==> config.mk <==
export PLATFORM = sky130hd
export DESIGN_NAME = cpu_seq
export DESIGN_NICKNAME = d
export VERILOG_FILES = /design/src/rtl/cpu_seq.sv
export SDC_FILE = /design/constraint.sdc
export NUM_CORES = 1
export LEC_CHECK = 0
export ABC_CLOCK_PERIOD_IN_PS = 4400
export CAP_MARGIN = 20
export CORE_ASPECT_RATIO = 0.8
export CORE_MARGIN = 2
export CORE_UTILIZATION = 51
export CTS_CLUSTER_DIAMETER = 80
export DETAILED_ROUTE_END_ITERATION = 8
export GPL_ROUTABILITY_DRIVEN = 0
export PLACE_DENSITY_LB_ADDON = 0.1
export SLEW_MARGIN = 20
export SYNTH_ARGS = -nofsm -noshare
export SYNTH_HDL_FRONTEND = slang
export SYNTH_SLANG_ARGS = --single-unit
==> constraint.sdc <==
create_clock -name clk -period 4.4 [get_ports clk]
set_clock_uncertainty 0.2 [all_clocks]
set_input_delay 0.88 -clock clk [delete_from_list [all_inputs] [get_ports clk]]
set_output_delay 0.88 -clock clk [all_outputs]
set_load 0.02 [all_outputs]
==> src/rtl/cpu_seq.sv <==
// cpu_seq: multi-cycle control sequencer for a small 9-bit CPU.
// Steps FETCH/DECODE/EXEC/MEM/WB and drives IR, PC, RF and DM enables.
module cpu_seq #(
    parameter logic [2:0] OP_LDR   = 3'b100,
    parameter logic [2:0] OP_STR   = 3'b101,
    parameter logic [2:0] OP_BNE   = 3'b110,
    parameter logic [2:0] OP_HALT  = 3'b111,
    parameter int         MAX_WAIT = 8
) (
    input  logic        clk,
    input  logic        reset,
    input  logic        start,
    input  logic [8:0]  inst,
    input  logic        z,
    input  logic        mem_ready,
    output logic        ir_we,
    output logic        pc_en,
    output logic        pc_br,
    output logic        rf_we,
    output logic        dm_re,
    output logic        dm_we,
    output logic        busy,
    output logic        done,
    output logic        err,
    output logic [15:0] retired,
    output logic [2:0]  state
);

    typedef enum logic [2:0] {
        S_IDLE   = 3'd0,
        S_FETCH  = 3'd1,
        S_DECODE = 3'd2,
        S_EXEC   = 3'd3,
        S_MEM    = 3'd4,
        S_WB     = 3'd5,
        S_HALT   = 3'd6,
        S_BAD    = 3'd7
    } state_t;

    localparam int WW = (MAX_WAIT < 2) ? 1 : $clog2(MAX_WAIT);
    localparam logic [WW-1:0] W_LAST = WW'(MAX_WAIT - 1);

    state_t          state_q, state_d;
    logic [2:0]      op_q, op_d;
    logic [WW-1:0]   wcnt_q, wcnt_d;
    logic            err_q, err_d;
    logic [15:0]     ret_q, ret_d;
    logic            done_q, done_d;

    logic            is_ld;
    logic            is_st;
    logic            unused_inst;

    assign is_ld       = (op_q == OP_LDR);
    assign is_st       = (op_q == OP_STR);
    assign unused_inst = ^inst[5:0];

    assign err     = err_q;
    assign retired = ret_q;
    assign state   = state_q;

    // Enables decoded from the registered state; held low while reset is high.
    always_comb begin
        ir_we = 1'b0;
        pc_en = 1'b0;
        pc_br = 1'b0;
        rf_we = 1'b0;
        dm_re = 1'b0;
        dm_we = 1'b0;
        busy  = 1'b0;
        done  = 1'b0;
        if (!reset) begin
            case (state_q)
                S_FETCH: begin
                    ir_we = 1'b1;
                    busy  = 1'b1;
                end
                S_DECODE: busy = 1'b1;
                S_EXEC: begin
                    busy = 1'b1;
                    if (op_q == OP_BNE) begin
                        pc_en = 1'b1;
                        pc_br = ~z;
                    end
                end
                S_MEM: begin
                    busy  = 1'b1;
                    dm_re = is_ld;
                    dm_we = is_st;
                    pc_en = is_st & mem_ready;
                end
                S_WB: begin
                    busy  = 1'b1;
                    rf_we = 1'b1;
                    pc_en = 1'b1;
                end
                S_HALT:  done = done_q;
                default: ;
            endcase
        end
    end

    // Next-state, wait counter, sticky error and retire counter.
    always_comb begin
        state_d = state_q;
        op_d    = op_q;
        wcnt_d  = wcnt_q;
        err_d   = err_q;
        ret_d   = ret_q;
        if (pc_en && ret_q != 16'hFFFF) begin
            ret_d = ret_q + 16'd1;
        end
        case (state_q)
            S_IDLE, S_HALT: begin
                if (start) begin
                    state_d = S_FETCH;
                    ret_d   = '0;
                    err_d   = 1'b0;
                end
            end
            S_FETCH: begin
                op_d    = inst[8:6];
                state_d = S_DECODE;
            end
            S_DECODE: begin
                state_d = (op_q == OP_HALT) ? S_HALT : S_EXEC;
            end
            S_EXEC: begin
                if (is_ld || is_st) begin
                    state_d = S_MEM;
                    wcnt_d  = '0;
                end else if (op_q == OP_BNE) begin
                    state_d = S_FETCH;
                end else begin
                    state_d = S_WB;
                end
            end
            S_MEM: begin
                if (mem_ready) begin
                    state_d = is_ld ? S_WB : S_FETCH;
                end else if (wcnt_q == W_LAST) begin
                    err_d   = 1'b1;
                    state_d = S_HALT;
                end else begin
                    wcnt_d = wcnt_q + 1'b1;
                end
            end
            S_WB:    state_d = S_FETCH;
            default: state_d = S_IDLE;
        endcase
        done_d = (state_d == S_HALT) && (state_q != S_HALT);
    end

    // State registers with synchronous active-high reset.
    always_ff @(posedge clk) begin
        if (reset) begin
            state_q <= S_IDLE;
            op_q    <= '0;
            wcnt_q  <= '0;
            err_q   <= 1'b0;
            ret_q   <= '0;
            done_q  <= 1'b0;
        end else begin
            state_q <= state_d;
            op_q    <= op_d;
            wcnt_q  <= wcnt_d;
            err_q   <= err_d;
            ret_q   <= ret_d;
            done_q  <= done_d;
        end
    end

endmodule

==> reports/metrics.yaml <==
drt_wl_total_mm: 3.84
initial_core_util: 0.548
post_cts_buffers: 0
core.rowCount: 17
fraction_of_power_consumed_by_the_clock_network: 0.231
slew_headroom: 0.372
flow.area_growth_from_synthesis_pct: 27.3
max-clock-path-buffers: 2
yosys_warnings: 0
final_hold_viol_count: 0
crit_path_end_kind: "output pin"
drive_above_1_share: 0.0400
tightestPinTransition_ps: 931
fin_worst_hold_slack_ps: 258
cts_tree: "done"
fmaxAchievable_mhz: 270
worstPathCellList: "nor3b_2, nand4_1, a211o_1, inv_2, clkdlybuf4s50_1"
layout.nets: 244
num_antenna_cells: 0
number_of_synthesized_flops_with_an_enable_pin: 0
cts_repair_resize_count: 0
netlist_top_cells_area: "sky130_fd_sc_hd__dfxtp_1 (35%), sky130_fd_sc_hd__a21oi_1 (5.8%), sky130_fd_sc_hd__or4_1 (5.3%), sky130_fd_sc_hd__nand2_1 (4.1%), sky130_fd_sc_hd__nor2_1 (4.1%)"
mappedNetlistArea_um2: 1550
postCtsHoldBufs: 0
1st_pass_router_iterations: 4
synth.most_common_cell: "sky130_fd_sc_hd__dfxtp_1"
cts.root.buffer_cell: "sky130_fd_sc_hd__clkbuf_8"
ant_nets: 0
io-pin-count: 42
synth_area_leader_cell: "sky130_fd_sc_hd__dfxtp_1"
area.sequential_um2: 541
number_of_max_slew_violations_in_the_final_report: 0
globalRouteTotalUtil: 0.230
worst_hold_path_type: "flop to flop"
comb_power_share: 0.280
fp.coreArea_um2: 2830
synth_cell_type_count: 44
multiInputGateArea_um2: 958
synth_area_per_cell_um2: 8.03
synth_top_cells_by_count: "sky130_fd_sc_hd__dfxtp_1 (27), sky130_fd_sc_hd__a21oi_1 (18), sky130_fd_sc_hd__nand2_1 (17), sky130_fd_sc_hd__nor2_1 (17)"
run_status: "completed"
globalRouteOverflowTotal: 0
antenna_found_initial: 0
timing.final.crit_share: 0.843
synth_sequential_area_ratio: 0.349
power.density_nw_per_um2: 305
timing_worst_setup_path_type: "flop to output pin"
finalWorstPathRequiredPeriod_ps: 3710
top_area_cell_type_share_of_the_netlist_area: 0.349
post_drt_via_cell_ratio: 6.19
via_count: 1629
detailedRoute.firstIterationViolations: 160
cts.clk_slew.worst_paths_ps: 90
maximum_resistive_drop_on_vdd_mv: 0.280
routed_wire_length_per_instance_um: 14.6
die_y_um: 53.3
syn_inst: 193
htreeDepth: 1
first_global_vias: 1341
leakagePower_nw: 0.632
finalSetupTns_ps: 0
postSynth.topFlopCell: "sky130_fd_sc_hd__dfxtp_1"
worstPathRequired_ps: 3320
clk_latency_ps: 270
yosys_register_bits: 27
worst-endpoint-arrival_ps: 2630
crit_slowest_cell: "sky130_fd_sc_hd__dfxtp_1"
net-switching-power_w: 0.000205
async_flop_share: 0
portBuffers: 35
die-width_um: 65.6
power_switching_share: 0.341
seqPwrFrac: 0.489
grt_max_degree: 21
p_int_w: 0.000397
fp.dieArea_um2: 3500
finish.utilization: 0.697
worst_setup_path_start_kind: "flop"
max_cap_violations: 0
postSynthNetCount: 211
rsz0062_at_grt: "no"
drcViolationCount: 0
global_route_wire_length_before_repair_mm: 6.21
crit_fanout: 17
fill_cells: 221
crit_path_max_incr_delay_ps: 660
report.final.setup_viol: 0
cts_sinks: 27
dp_hpwl_mm: 2.80
reg2reg_slack_ps: 1560
numCtsBuffers: 3
[worst max-delay path, delay by kind of cell, from the launching register on]
family / cells / cell delay (ps)
AOI/OAI and AO/OA: 1 / 360
DFF: 1 / 660
and+or+nand+nor: 2 / 660
buffers and inverters: 2 / 680
[cell type report]
class                   instances  share of cell area
multi-input cells             153               0.486
flip-flops and latches         27               0.274
repair buffers                 37               0.185
well taps                      38              0.0241
clock buffers                   4              0.0228
inverters                       4             0.00761
[path summary, 6_finish.rpt]
| check | startpoint | to | cells past startpoint |
|---|---|---|---|
| hold / removal | wcnt_q[1] | wcnt_q[1] | 2 |
| setup / recovery | state[2] | pc_en | 5 |
| hold reg to reg | wcnt_q[1] | wcnt_q[1] | 2 |
| setup reg to reg | state[2] | retired[12] | 6 |
[power groups by stage]
stage	combinational, W	clock [W]	sequential [W]
global route	0.000182	0.000149	0.000298
CTS	0.000167	0.000141	0.000293
global placement	0.000162	0	0.000297
floorplan	0.000117	0	0.000291
detailed placement	0.000167	0	0.000299
finish	0.000168	0.000139	0.000294
[layer usage]
metal / track usage / routed length [um] / vias up
met5: 0 / 0 / -
met4: 0.0486 / 25 / 0
met3: 0.0489 / 270 / 5
met2: 0.371 / 1720 / 61
met1: 0.317 / 1830 / 754
li1: - / - / 809
[placed cells by master, fill, tap and decap left out, types with 4 or more instances in the layout]
cell type                          n
sky130_fd_sc_hd__dfxtp_1          27
sky130_fd_sc_hd__nand4_1           5
sky130_fd_sc_hd__o31ai_1           7
sky130_fd_sc_hd__mux2i_1           5
sky130_fd_sc_hd__nor4_1            6
sky130_fd_sc_hd__nand3_1          11
sky130_fd_sc_hd__ha_1              4
sky130_fd_sc_hd__nand2_1          17
sky130_fd_sc_hd__o211ai_1          4
sky130_fd_sc_hd__clkdlybuf4s50_1  35
sky130_fd_sc_hd__a21oi_1          18
sky130_fd_sc_hd__nor3_1            4
sky130_fd_sc_hd__nand3b_1          5
sky130_fd_sc_hd__or4_1            11
sky130_fd_sc_hd__nor2_1           17
[registers in the layout, summed over array words and instances, names as in the netlist]
name     flops
state        3
op_q         3
wcnt_q       3
err          1
done_q       1
retired     16
[per-stage QoR]
| stage | cell area [um2] | setup WS (ps) | total power (W) | instances |
|---|---|---|---|---|
| floorplan | 1550 | 1350 | 0.000408 | 193 |
| global placement | 1930 | 758 | 0.000459 | 259 |
| detailed placement | 1930 | 728 | 0.000466 | 259 |
| finish | 1970 | 692 | 0.000601 | 263 |
| CTS | 1970 | 698 | 0.000601 | 263 |
| global route | 1970 | 592 | 0.000628 | 263 |
[logic make-up (layout without fill, tap and decap cells)]
| logic type | Yosys count | after routing | synth area share |
|---|---|---|---|
| flip-flops | 27 | 27 | 0.349 |
| AO/OA/AOI/OAI | 52 | 52 | 0.225 |
| AND/OR/NAND/NOR | 92 | 92 | 0.329 |
| adder cells (fa/ha/maj) | 4 | 4 | 0.0323 |
| multiplexers | 5 | 5 | 0.0323 |
| buffers and inverters | 13 | 45 | 0.0323 |
Note: power is estimated with default switching activity, not from simulation.
